--- config.mk ---
export PLATFORM = sky130hd
export DESIGN_NAME = uart_rx_frame_parser_flat
export DESIGN_NICKNAME = d
export VERILOG_FILES = /design/src/rtl/uart_rx_frame_parser_if.sv /design/src/rtl/uart_rx_frame_parser.sv /design/src/flat_wrapper.sv
export SDC_FILE = /design/constraint.sdc
export NUM_CORES = 1
export LEC_CHECK = 0
export ABC_AREA = 0
export ABC_CLOCK_PERIOD_IN_PS = 9240
export BUFFER_PORTS_ARGS = -buffer_cell sky130_fd_sc_hd__buf_4
export CORE_MARGIN = 5
export CORE_UTILIZATION = 30
export DETAILED_ROUTE_END_ITERATION = 8
export GPL_ROUTABILITY_DRIVEN = 0
export PLACE_DENSITY = 0.51
export SLEW_MARGIN = 40
export SYNTH_ARGS = -nofsm -noshare
export SYNTH_HDL_FRONTEND = slang
export SYNTH_SLANG_ARGS = --single-unit
--- constraint.sdc ---
create_clock -name clk -period 9.24 [get_ports clk]
set_input_delay 1.848 -clock clk [delete_from_list [all_inputs] [get_ports clk]]
set_output_delay 1.848 -clock clk [all_outputs]
set_load 0.1 [all_outputs]
--- src/rtl/uart_rx_frame_parser_if.sv ---
// Bundle between a UART byte receiver and the frame parser.
//   rx_dv       : one-cycle strobe, rx_byte valid this cycle
//   rx_byte     : received byte
//   points_h/v  : committed H/V coordinates, point k at [16k+15:16k]
//   frame_valid : one-cycle pulse, new frame committed
//   frame_err   : one-cycle pulse, frame aborted
//   frame_cnt   : committed-frame count, wraps silently
//   busy        : parser is inside a frame
// master = byte source / point consumer, slave = parser.
interface uart_rx_frame_parser_if #(
    parameter int unsigned N_POINTS = 16
);
    logic                    rx_dv;
    logic [7:0]              rx_byte;
    logic [16*N_POINTS-1:0]  points_h;
    logic [16*N_POINTS-1:0]  points_v;
    logic                    frame_valid;
    logic                    frame_err;
    logic [15:0]             frame_cnt;
    logic                    busy;

    modport master (
        output rx_dv,
        output rx_byte,
        input  points_h,
        input  points_v,
        input  frame_valid,
        input  frame_err,
        input  frame_cnt,
        input  busy
    );

    modport slave (
        input  rx_dv,
        input  rx_byte,
        output points_h,
        output points_v,
        output frame_valid,
        output frame_err,
        output frame_cnt,
        output busy
    );
endinterface

--- src/rtl/uart_rx_frame_parser.sv ---
// Parses "ST" + N_POINTS x (H hi, H lo, V hi, V lo) + "END" frames from a UART byte
// stream. Payload lands in a shadow buffer and is copied to the output buses only when
// the full trailer is seen, so an aborted frame never disturbs the committed points.
//
// Ports:
//   clk   : system clock
//   rst_n : asynchronous active-low reset
//   bus   : uart_rx_frame_parser_if.slave (rx_dv/rx_byte in; points, pulses, count,
//           busy out). The interface N_POINTS must match this module's N_POINTS.
//
// Optional feature: define RX_TIMEOUT_EN to build an inter-byte timeout of
// TIMEOUT_CYCLES clocks that aborts a stalled frame. Without it the parser waits
// indefinitely for the next byte.
module uart_rx_frame_parser #(
    parameter int unsigned N_POINTS       = 16,
    parameter int unsigned TIMEOUT_CYCLES = 1000000
) (
    input logic                  clk,
    input logic                  rst_n,
    uart_rx_frame_parser_if.slave bus
);

    localparam int unsigned PayloadBytes = 4 * N_POINTS;
    localparam int unsigned CntW         = $clog2(PayloadBytes);
    localparam int unsigned VecW         = 16 * N_POINTS;

    localparam logic [7:0] ByteS = 8'h53;
    localparam logic [7:0] ByteT = 8'h54;
    localparam logic [7:0] ByteE = 8'h45;
    localparam logic [7:0] ByteN = 8'h4E;
    localparam logic [7:0] ByteD = 8'h44;

    if ((N_POINTS < 1) || (N_POINTS > 63) || (TIMEOUT_CYCLES < 2)) begin : g_param_check
        $error("uart_rx_frame_parser: N_POINTS must be 1..63, TIMEOUT_CYCLES >= 2");
    end

    typedef enum logic [2:0] {
        StIdle,
        StGotS,
        StData,
        StEndE,
        StEndN,
        StEndD
    } state_e;

    state_e            state_q, state_d;
    logic              busy_q;
    logic [CntW-1:0]   cnt_q;
    logic [VecW-1:0]   shadow_h_q, shadow_v_q;
    logic [VecW-1:0]   points_h_q, points_v_q;
    logic              valid_q, err_q;
    logic [15:0]       frame_cnt_q;

    logic              timeout_hit;
    logic              last_byte;
    logic              valid_d, err_d, commit, store, cnt_clr;
    int unsigned       pt;

    assign last_byte = (cnt_q == CntW'(PayloadBytes - 1));
    assign pt        = 32'(cnt_q >> 2);

`ifdef RX_TIMEOUT_EN
    localparam int unsigned TmoW = $clog2(TIMEOUT_CYCLES) + 1;
    logic [TmoW-1:0] tmo_q;

    // A byte in the same cycle as the expiry wins, hence the !rx_dv term.
    assign timeout_hit = !bus.rx_dv && (state_q != StIdle) &&
                         (tmo_q == TmoW'(TIMEOUT_CYCLES - 1));

    always_ff @(posedge clk or negedge rst_n) begin
        if (!rst_n) begin
            tmo_q <= '0;
        end else if (bus.rx_dv || (state_q == StIdle) || timeout_hit) begin
            tmo_q <= '0;
        end else begin
            tmo_q <= tmo_q + TmoW'(1);
        end
    end
`else
    assign timeout_hit = 1'b0;
`endif

    // State register
    always_ff @(posedge clk or negedge rst_n) begin
        if (!rst_n) begin
            state_q <= StIdle;
            busy_q  <= 1'b0;
        end else begin
            state_q <= state_d;
            busy_q  <= (state_d != StIdle);
        end
    end

    // Next-state logic
    always_comb begin
        state_d = state_q;
        if (timeout_hit) begin
            state_d = StIdle;
        end else if (bus.rx_dv) begin
            unique case (state_q)
                StIdle: if (bus.rx_byte == ByteS) state_d = StGotS;
                StGotS: begin
                    if (bus.rx_byte == ByteT)      state_d = StData;
                    else if (bus.rx_byte == ByteS) state_d = StGotS;
                    else                           state_d = StIdle;
                end
                StData: if (last_byte) state_d = StEndE;
                StEndE: begin
                    if (bus.rx_byte == ByteE)      state_d = StEndN;
                    else if (bus.rx_byte == ByteS) state_d = StGotS;
                    else                           state_d = StIdle;
                end
                StEndN: begin
                    if (bus.rx_byte == ByteN)      state_d = StEndD;
                    else if (bus.rx_byte == ByteS) state_d = StGotS;
                    else                           state_d = StIdle;
                end
                StEndD: begin
                    // A bad 'D' that is itself an 'S' may start the next frame.
                    if ((bus.rx_byte != ByteD) && (bus.rx_byte == ByteS)) state_d = StGotS;
                    else                                                  state_d = StIdle;
                end
                default: state_d = StIdle;
            endcase
        end
    end

    // Output / datapath control
    always_comb begin
        valid_d = 1'b0;
        err_d   = 1'b0;
        commit  = 1'b0;
        store   = 1'b0;
        cnt_clr = 1'b0;
        if (timeout_hit) begin
            err_d = 1'b1;
        end else if (bus.rx_dv) begin
            case (state_q)
                StGotS: begin
                    if (bus.rx_byte == ByteT)      cnt_clr = 1'b1;
                    else if (bus.rx_byte != ByteS) err_d   = 1'b1;
                end
                StData: store = 1'b1;
                StEndE: err_d = (bus.rx_byte != ByteE);
                StEndN: err_d = (bus.rx_byte != ByteN);
                StEndD: begin
                    if (bus.rx_byte == ByteD) begin
                        commit  = 1'b1;
                        valid_d = 1'b1;
                    end else begin
                        err_d = 1'b1;
                    end
                end
                default: ;
            endcase
        end
    end

    // Datapath registers
    always_ff @(posedge clk or negedge rst_n) begin
        if (!rst_n) begin
            valid_q     <= 1'b0;
            err_q       <= 1'b0;
            cnt_q       <= '0;
            shadow_h_q  <= '0;
            shadow_v_q  <= '0;
            points_h_q  <= '0;
            points_v_q  <= '0;
            frame_cnt_q <= '0;
        end else begin
            valid_q <= valid_d;
            err_q   <= err_d;
            if (cnt_clr) begin
                cnt_q <= '0;
            end else if (store) begin
                cnt_q <= cnt_q + CntW'(1);
            end
            if (store) begin
                // Big-endian: sub 0/1 = H hi/lo, sub 2/3 = V hi/lo.
                unique case (cnt_q[1:0])
                    2'd0: shadow_h_q[16*pt+8 +: 8] <= bus.rx_byte;
                    2'd1: shadow_h_q[16*pt   +: 8] <= bus.rx_byte;
                    2'd2: shadow_v_q[16*pt+8 +: 8] <= bus.rx_byte;
                    2'd3: shadow_v_q[16*pt   +: 8] <= bus.rx_byte;
                    default: ;
                endcase
            end
            if (commit) begin
                points_h_q  <= shadow_h_q;
                points_v_q  <= shadow_v_q;
                frame_cnt_q <= frame_cnt_q + 16'd1;
            end
        end
    end

    assign bus.points_h    = points_h_q;
    assign bus.points_v    = points_v_q;
    assign bus.frame_valid = valid_q;
    assign bus.frame_err   = err_q;
    assign bus.frame_cnt   = frame_cnt_q;
    assign bus.busy        = busy_q;

endmodule

--- src/flat_wrapper.sv ---
// flat-port wrapper written by rule: the top's interface ports become plain ports
module uart_rx_frame_parser_flat 
#(
    parameter int unsigned N_POINTS       = 16,
    parameter int unsigned TIMEOUT_CYCLES = 1000000
)
  (clk, rst_n, bus_rx_dv, bus_rx_byte, bus_points_h, bus_points_v, bus_frame_valid, bus_frame_err, bus_frame_cnt, bus_busy);
  uart_rx_frame_parser_if #(.N_POINTS(N_POINTS)) bus_i ();
  input logic clk;
  input logic rst_n;
  input wire logic [$bits(bus_i.rx_dv)-1:0] bus_rx_dv;
  input wire logic [$bits(bus_i.rx_byte)-1:0] bus_rx_byte;
  output wire logic [$bits(bus_i.points_h)-1:0] bus_points_h;
  output wire logic [$bits(bus_i.points_v)-1:0] bus_points_v;
  output wire logic [$bits(bus_i.frame_valid)-1:0] bus_frame_valid;
  output wire logic [$bits(bus_i.frame_err)-1:0] bus_frame_err;
  output wire logic [$bits(bus_i.frame_cnt)-1:0] bus_frame_cnt;
  output wire logic [$bits(bus_i.busy)-1:0] bus_busy;
  assign bus_i.rx_dv = bus_rx_dv;
  assign bus_i.rx_byte = bus_rx_byte;
  assign bus_points_h = bus_i.points_h;
  assign bus_points_v = bus_i.points_v;
  assign bus_frame_valid = bus_i.frame_valid;
  assign bus_frame_err = bus_i.frame_err;
  assign bus_frame_cnt = bus_i.frame_cnt;
  assign bus_busy = bus_i.busy;
  uart_rx_frame_parser #(.N_POINTS(N_POINTS), .TIMEOUT_CYCLES(TIMEOUT_CYCLES)) u_core (.clk(clk), .rst_n(rst_n), .bus(bus_i));
endmodule
Word-level counts from Yosys, hierarchy flattened --
Cells that the tools add are included.
Operators by class: $add $sub $neg 5, equal/unequal tests 18, shift operators 4, multiplexer cells 30, reductions and logical operators 9
Operator list (count):
- bitwise mux 256 bit | 4
- one-hot mux 256 bit (2 select lines) | 2
- variable shift 8 x 34 -> 256 bit (first input constant) | 2
- variable part select 8 x 34 -> 256 bit | 2
- equality test 8 x 7 -> 1 bit (second input constant) | 5
- negator 32 -> 34 bit | 1
- negator 8 -> 34 bit | 1
- inequality test 8 x 7 -> 1 bit (second input constant) | 4
- 2-to-1 mux 3 bit | 6
- one-hot mux 3 bit (6 select lines) | 1
- adder 16 x 1 -> 16 bit (second input constant) | 1
- 2-to-1 mux 1 bit | 14
- 2-to-1 mux 6 bit | 2
- adder 8 x 4 -> 9 bit (second input constant) | 1
- adder 6 x 1 -> 6 bit (second input constant) | 1
- equality test 3 x 2 -> 1 bit (second input constant) | 2
- equality test 3 bit (second input constant) | 2
- equality test 6 bit (second input constant) | 1
- nonzero test 2 bit | 3
- equality test 2 bit (second input constant) | 2
- one-hot mux 1 bit (4 select lines) | 1
- AND reduction 2 bit | 2
- equality test 3 x 1 -> 1 bit (second input constant) | 1
- zero test 3 bit | 1
- other kinds (4) | 4
Storage, ports and cells: bits in registers 1052, input port bits 11, output and inout bits 531

Depth between registers and ports, before layout --
Gate-level depths: netlist of run 1.
word-level depth 6, mapped depth 13, mapped depth without buffers 8

Worst setup path after synthesis of run 1 --
Ideal clock, no wire load.
kind input port to flip-flop, start input bus_rx_dv, end register u_core.shadow_h_q[160], setup time 125 ps, data arrival time 3255 ps, data required time 9115 ps, slack 5860 ps, stages 7, cells stage by stage and4bb_1 -> buf_6 -> nand2_4 -> or3_1 -> buf_6 -> nor2_8 -> mux2_4
On the way: cells in the longest elaborated chain, start to end 2
Ends and longest elaborated chain:
- from (decl) | RTL line flat_wrapper.sv:11 | input wire logic [$bits(bus_i.rx_dv)-1:0] bus_rx_dv;
- 2-to-1 mux 1 bit | RTL line uart_rx_frame_parser.sv:137 | end else if (bus.rx_dv) begin
- AND reduction 2 bit (no source line)
- to (signal, indexed assignment) | RTL line uart_rx_frame_parser.sv:181 | 2'd0: shadow_h_q[16*pt+8 +: 8] <= bus.rx_byte;
- to (signal, indexed assignment) | RTL line uart_rx_frame_parser.sv:182 | 2'd1: shadow_h_q[16*pt +: 8] <= bus.rx_byte;
- to (decl) | RTL line uart_rx_frame_parser.sv:49 | logic [VecW-1:0] shadow_h_q, shadow_v_q;
Every way passes these cells. A chain may end at the register's enable or synchronous reset.

Final worst setup path of run 1 --
start register u_core.cnt_q[2], end register u_core.shadow_h_q[1]
On the way: cells in the longest elaborated chain, start to end 5, elaborated cells between the ends (all ways) 10, those cells by class 3 x add/sub; 4 x shift; 3 x mux
Ends and longest elaborated chain:
- from (decl) | RTL line uart_rx_frame_parser.sv:48 | logic [CntW-1:0] cnt_q;
- from (signal assigned) | RTL line uart_rx_frame_parser.sv:176 | cnt_q <= cnt_q + CntW'(1);
- adder 8 x 4 -> 9 bit | RTL line uart_rx_frame_parser.sv:181
- negator 32 -> 34 bit | RTL line uart_rx_frame_parser.sv:181
- variable part select 8 x 34 -> 256 bit / variable shift 8 x 34 -> 256 bit (equally long branches) | RTL line uart_rx_frame_parser.sv:181
- bitwise mux 256 bit | RTL line uart_rx_frame_parser.sv:181
- one-hot mux 256 bit (2 select lines) (*) | RTL line uart_rx_frame_parser.sv:180 | unique case (cnt_q[1:0])
Mark *: on every way between the ends. The rest lies on a longest branch, timed or not.

==> impl_metrics.csv, run 1 <==
group,metric,value,unit
yosys,syn_avg_cell_area,11.0,µm²
cts,cts_inserted_buffers,118,
cts,cts_tree,"built",
cts,clk_latency,750,ps
critical_path,worstPathRequired,9860,ps
hold_path,hold_path_class,"reg2reg",
global_route,grt_pass1_wl,203,mm
floorplanning,die_h,380,µm
cts,clkTransAtPathRegs,60,ps
floorplanning,dieArea,144000,µm²
global_route,antenna_found_initial,4,
layout,final_common_cell,"nand2_1",
cts,htreeDepth,3,
critical_path,path_max_fanout,39,
yosys,synth_edf_count,0,
power,intPower,7.88,mW
critical_path,crit_type,"reg2reg",
power,p_clk_share,52.3,%
global_route,grt_max_degree,173,
power,power,10.0,mW
drt,routed_wl,136,mm
power,cellLeakagePower,28.0,nW
power,p_seq_share,46.0,%
global_route,grt_pass1_vias,29300,
yosys,ys_ff_latch,1052,
sta,setup_ws,5100,ps
yosys,synth-simple-area-share,19.6,%
cts,cts.hold.buffers_added,0,
sta,relSlewSlack,43.5,%
sta,finalSetupViolCount,0,
cts,cts_setup_buffers,0,
cts,cts_resized,0,
layout,fin_cells,6163,
yosys,synthesis.instances,3748,
critical_path,startpoint_type,"register",
cts,root_buffer,"clkbuf_16",
placed_design,dp.cells,5939,
yosys,ys_types,59,
cts,clock_path_buffers,3,
layout,stdcell_area,51600,µm²
yosys,netlist_area,41100,µm²
sta,rsz0062_at_grt,"false",
yosys,syn_nets,3771,
layout,syn_to_final_growth,25.7,%
drt,wl_per_cell,22.1,µm
layout,most-common-layout-cells,"nand2_1, dfrtp_1, buf_4, mux2_2, clkbuf_16",
placed_design,dpl_cell_area,47100,µm²
layout,layout-drive-gt1-share,30.0,%
layout,nNetsFinal,4304,
global_route,grt-ovfl-total,0,
global_route,grt_usage,18.6,%
power,combPwrFrac,1.6,%
sta,fin_skew,44.9,ps
yosys,synthAdderAreaFrac,0.365,%
floorplanning,start_util,30.3,%
yosys,synth-compound-area-share,1.09,%
yosys,yosysSeqAreaShare,64.1,%
floorplanning,num_rows,135,
floorplanning,ios,542,
run_status,status,"finished, final reports clean",
cts,cts_sinks,1052,
power,p_sw,2.14,mW
critical_path,worstSetupEndpointType,"register",
drt,drt_iter0_drc,1879,
floorplanning,core-area,136000,µm²
sta,worst_pin_slew,845,ps
yosys,synth_top_family_by_area,"simple AND/OR/NAND/NOR gates",
placed_design,port_buffers,541,
power,swShare,21.4,%
yosys,muxShareOfSynthArea,12.6,%
critical_path,cp_data_arrival_time,4760,ps
job,maxCapViolCount,0,
drt,ant_nets,0,
yosys,yosysWarnings,0,
sta,max_clock_freq,0.241,GHz
sta,min_period_over_period,44.9,%
placed_design,pre_cts_ws,4420,ps
yosys,ys.flop_type,"dfrtp_1",
sta,finalSetupTns,0,ps
floorplanning,floorplan.die.width,380,µm
placed_design,dp_hpwl,94.6,mm
sta,drv_slew,0,
drt,drt_first_pass_iters,5,
power,powerDensity,194,nW/µm²
yosys,yosys.area_share.xor_xnor,0.426,%
sta,period_minus_slack,4140,ps
power,peakVddDrop,0.141,mV
sta,hold_viol_final,0,
yosys,synthArstFlopShare,100,%
drt,viasPerCell,4.55,
drt,drc,0,
drt,vias,28000,
==> state kept, by name, summed over array words and instances (netlist names) <==
name                    flops
u_core.bus.frame_valid      1
u_core.bus.frame_err        1
u_core.bus.points_v       256
u_core.shadow_v_q         256
u_core.bus.frame_cnt       16
u_core.bus.points_h       256
u_core.state_q              3
u_core.shadow_h_q         256
u_core.bus.busy             1
u_core.cnt_q                6
==> worst max-delay path, cell delays in order, from the launching register on <==
cell and delay (ps):
dfrtp_2 810, inv_1 540, ha_2 390, ha_1 410, or2_2 520, nor2_1 230, nand4_2 210, nor3_4 480
mux2_2 390
==> per-stage QoR <==
step | hold slack (ps) | utilization, %
after floorplan | 432 | -
final | 439 | 38.0
after detailed placement | 447 | 34.7
after global routing | 471 | 38.0
after CTS | 440 | 38.0
after global placement | 440 | 34.6
==> synth_stat cells (4+ instances only) <==
master	n	area, µm²
nand2_1	1653	6200
dfrtp_1	1052	26300
mux2_2	438	4930
nor2_1	118	443
clkbuf_1	97	364
o21ai_0	64	320
buf_2	52	260
nand3_1	20	100
and3_1	19	119
and2_1	17	106
inv_1	17	63.8
nor2_2	16	100
xnor2_1	15	131
nand2_2	14	87.6
nor2b_1	14	87.6
nor2_4	13	146
ha_1	12	150
mux2_1	10	113
mux2_4	8	120
nor3_1	7	35.0
a21oi_1	6	30.0
nand3_2	6	60.1
or3_1	6	37.5
buf_1	5	18.8
nand2b_1	5	31.3
nand4_1	5	31.3
xor2_1	5	43.8
buf_4	4	30.0
buf_6	4	45.0
nor2_8	4	80.1
==> power groups by stage <==
stage	Sequential [mW]	Clock [mW]	Combinational (mW)
2_1_floorplan	4.70	0	0.0243
6_report	4.61	5.24	0.161
3_5_place_dp	4.70	0	0.169
5_1_grt	4.61	5.57	0.185
4_1_cts	4.61	5.38	0.169
3_3_place_gp	4.70	0	0.165
==> layout make-up <==
cell class	count	area, µm²
antenna	1	2.50
sequential	1052	26300
clock buffer	171	3540
tap	1781	2230
fill	13600	84200
clock inverter	49	860
inverter	18	80.1
timing repair buffer	575	4560
multi-input combinational	2516	14000
==> routing by layer <==
metal	vias up	wire length, µm	GRT usage (%)
li1	13100	-	-
met1	14200	59900	24.3
met2	613	64900	30.6
met3	140	8310	5.06
met4	0	3070	5.09
met5	-	0	0
==> final timing paths <==
| check | from | to | slack [ps] | cells past startpoint |
|---|---|---|---|---|
| worst max-delay path | u_core.cnt_q[2] | u_core.shadow_h_q[1] | 5100 | 8 |
| worst min-delay path | u_core.shadow_h_q[199] | u_core.bus.points_h[199] | 440 | 2 |
| worst max register to register | u_core.cnt_q[2] | u_core.shadow_h_q[1] | 5100 | 8 |
| worst min register to register | u_core.shadow_h_q[199] | u_core.bus.points_h[199] | 440 | 2 |
| max in group asynchronous | rst_n | u_core.bus.points_h[47] | 6200 | 4 |
| min in group asynchronous | rst_n | u_core.bus.points_h[19] | 1090 | 1 |
==> cell families (layout without fill, tap and decap cells) <==
kind of cell | after synthesis | in the layout
flops | 1052 | 1052
mux | 456 | 456
simple gates | 1948 | 1948
fa+ha+maj | 12 | 12
buf+inv | 180 | 813
xor+xnor | 20 | 20
compound gates | 80 | 80
other cells | 0 | 1
No activity file was read; power rests on OpenSTA's default activity.
==> inputs of run 2 (changes only) <==
ABC_CLOCK_PERIOD_IN_PS = 4200   (was 9240)
clock period = 4.2 ns   (was 9.24 ns; I/O delays follow)
==> run 2 against run 1 <==
  * Final cell count rose by 0.18%
  * Hold slack got worse by 24 ps
  * Clock power rose by 97%
  * Count of clock-buffer cells in the layout fell by 7
==> impl_metrics.csv, run 2 (same netlist as run 1, synthesis figures left out) <==
group,metric,value,unit
sta,min_period_over_period,77.7,%
layout,most-common-layout-cells,"nand2_1, dfrtp_1, buf_4, mux2_2, clkbuf_16",
drt,ant_nets,0,
cts,clkTransAtPathRegs,60,ps
layout,syn_to_final_growth,24.7,%
global_route,grt_pass1_wl,202,mm
power,powerDensity,406,nW/µm²
sta,rsz0062_at_grt,"false",
layout,fin_cells,6174,
placed_design,port_buffers,541,
layout,nNetsFinal,4332,
global_route,antenna_found_initial,3,
critical_path,crit_slowest_cell,"ha_1",
floorplanning,core-area,136000,µm²
cts,cts_tree,"built",
global_route,grt_pass1_vias,29200,
drt,vias,28200,
cts,cts_resized,0,
critical_path,crit_type,"reg2reg",
drt,drt_iter0_drc,1831,
power,cellLeakagePower,27.8,nW
hold_path,hold_path_class,"in2reg",
drt,wl_per_cell,22.0,µm
sta,relSlewSlack,45.4,%
cts,clock_path_buffers,3,
sta,fin_skew,53.1,ps
cts,htreeDepth,3,
floorplanning,floorplan.die.width,380,µm
layout,layout-drive-gt1-share,29.8,%
critical_path,cp_data_arrival_time,3850,ps
sta,worst_pin_slew,816,ps
sta,finalSetupTns,0,ps
sta,hold_viol_final,0,
run_status,status,"finished, final reports clean",
job,maxCapViolCount,0,
placed_design,dpl_cell_area,47400,µm²
floorplanning,start_util,30.3,%
drt,drt_first_pass_iters,5,
global_route,grt_usage,18.6,%
layout,antenna_cells,0,
placed_design,dp.cells,5971,
layout,fin_util,37.7,%
critical_path,startpoint_type,"register",
sta,max_clock_freq,0.307,GHz
cts,root_buffer,"clkbuf_16",
global_route,grt-ovfl-total,0,
drt,routed_wl,136,mm
cts,clk_latency,750,ps
layout,final_common_cell,"nand2_1",
power,peakVddDrop,0.343,mV
global_route,grt_max_degree,133,
critical_path,worstPathRequired,4790,ps
drt,drc,0,
placed_design,dp_hpwl,94.2,mm
sta,drv_slew,0,
floorplanning,ios,542,
floorplanning,die_h,380,µm
cts,cts_setup_buffers,0,
floorplanning,num_rows,135,
sta,finalSetupViolCount,0,
critical_path,worstSetupEndpointType,"register",
critical_path,path_cells,"buf_4, nor3_2, ha_1, nand4_4, nor2_2, mux2_2",
sta,period_minus_slack,3260,ps
layout,stdcell_area,51300,µm²
cts,cts_sinks,1052,
drt,viasPerCell,4.57,
cts,cts_inserted_buffers,116,
floorplanning,dieArea,144000,µm²
cts,cts.hold.buffers_added,1,
critical_path,path_max_fanout,38,
critical_path,max_stage_delay,680,ps
run 2: final cells by class:
class,instances,area (µm²)
clock buffer,164,3290
clock inverter,38,539
fill,13600,84500
inverter,18,75.1
multi-input combinational,2516,14000
sequential,1052,26300
tap,1781,2230
timing repair buffer,605,4800
run 2: critical path, delay by kind of cell, from the launching register on:
kind	cells	cell delay, ps
buffers and inverters	1	420
muxes	1	410
adders and majority gates	1	680
DFF	1	360
and+or+nand+nor	3	1190
run 2: per-stage QoR:
| step | setup slack, ps | total power, mW | hold WS, ps |
|---|---|---|---|
| after floorplan | 882 | 10.4 | 432 |
| after global placement | 835 | 10.7 | 442 |
| after detailed placement | 792 | 10.7 | 444 |
| after CTS | 879 | 21.2 | 328 |
| after global routing | 803 | 21.6 | 382 |
| final | 938 | 20.8 | 415 |
run 2: final timing paths:
kind                                   startpoint                        to  slack, ps  cells past startpoint
min in group asynchronous                   rst_n    u_core.shadow_v_q[230]        570                      2
setup / recovery                  u_core.cnt_q[2]     u_core.shadow_v_q[37]        940                      6
hold / removal                          bus_rx_dv         u_core.state_q[0]        410                      2
hold reg to reg            u_core.shadow_h_q[196]  u_core.bus.points_h[196]        430                      2
max in group asynchronous                   rst_n     u_core.shadow_h_q[44]       2270                      4
setup reg to reg                  u_core.cnt_q[2]     u_core.shadow_v_q[37]        940                      6
run 2: power by group:
part / internal, mW / total, mW / switching, mW
Sequential: 10.1 / 10.2 / 0.00545
Clock: 6.00 / 10.3 / 4.30
Combinational: 0.0599 / 0.375 / 0.315
Total: 16.2 / 20.8 / 4.62
run 2: metal layers:
metal	part of all wire, %	vias to the layer above	global-route usage (%)
met5	0	-	0
met3	5.4	144	4.28
met1	45	14400	25.0
li1	-	13100	-
met4	1.9	0	4.36
met2	48	596	30.6
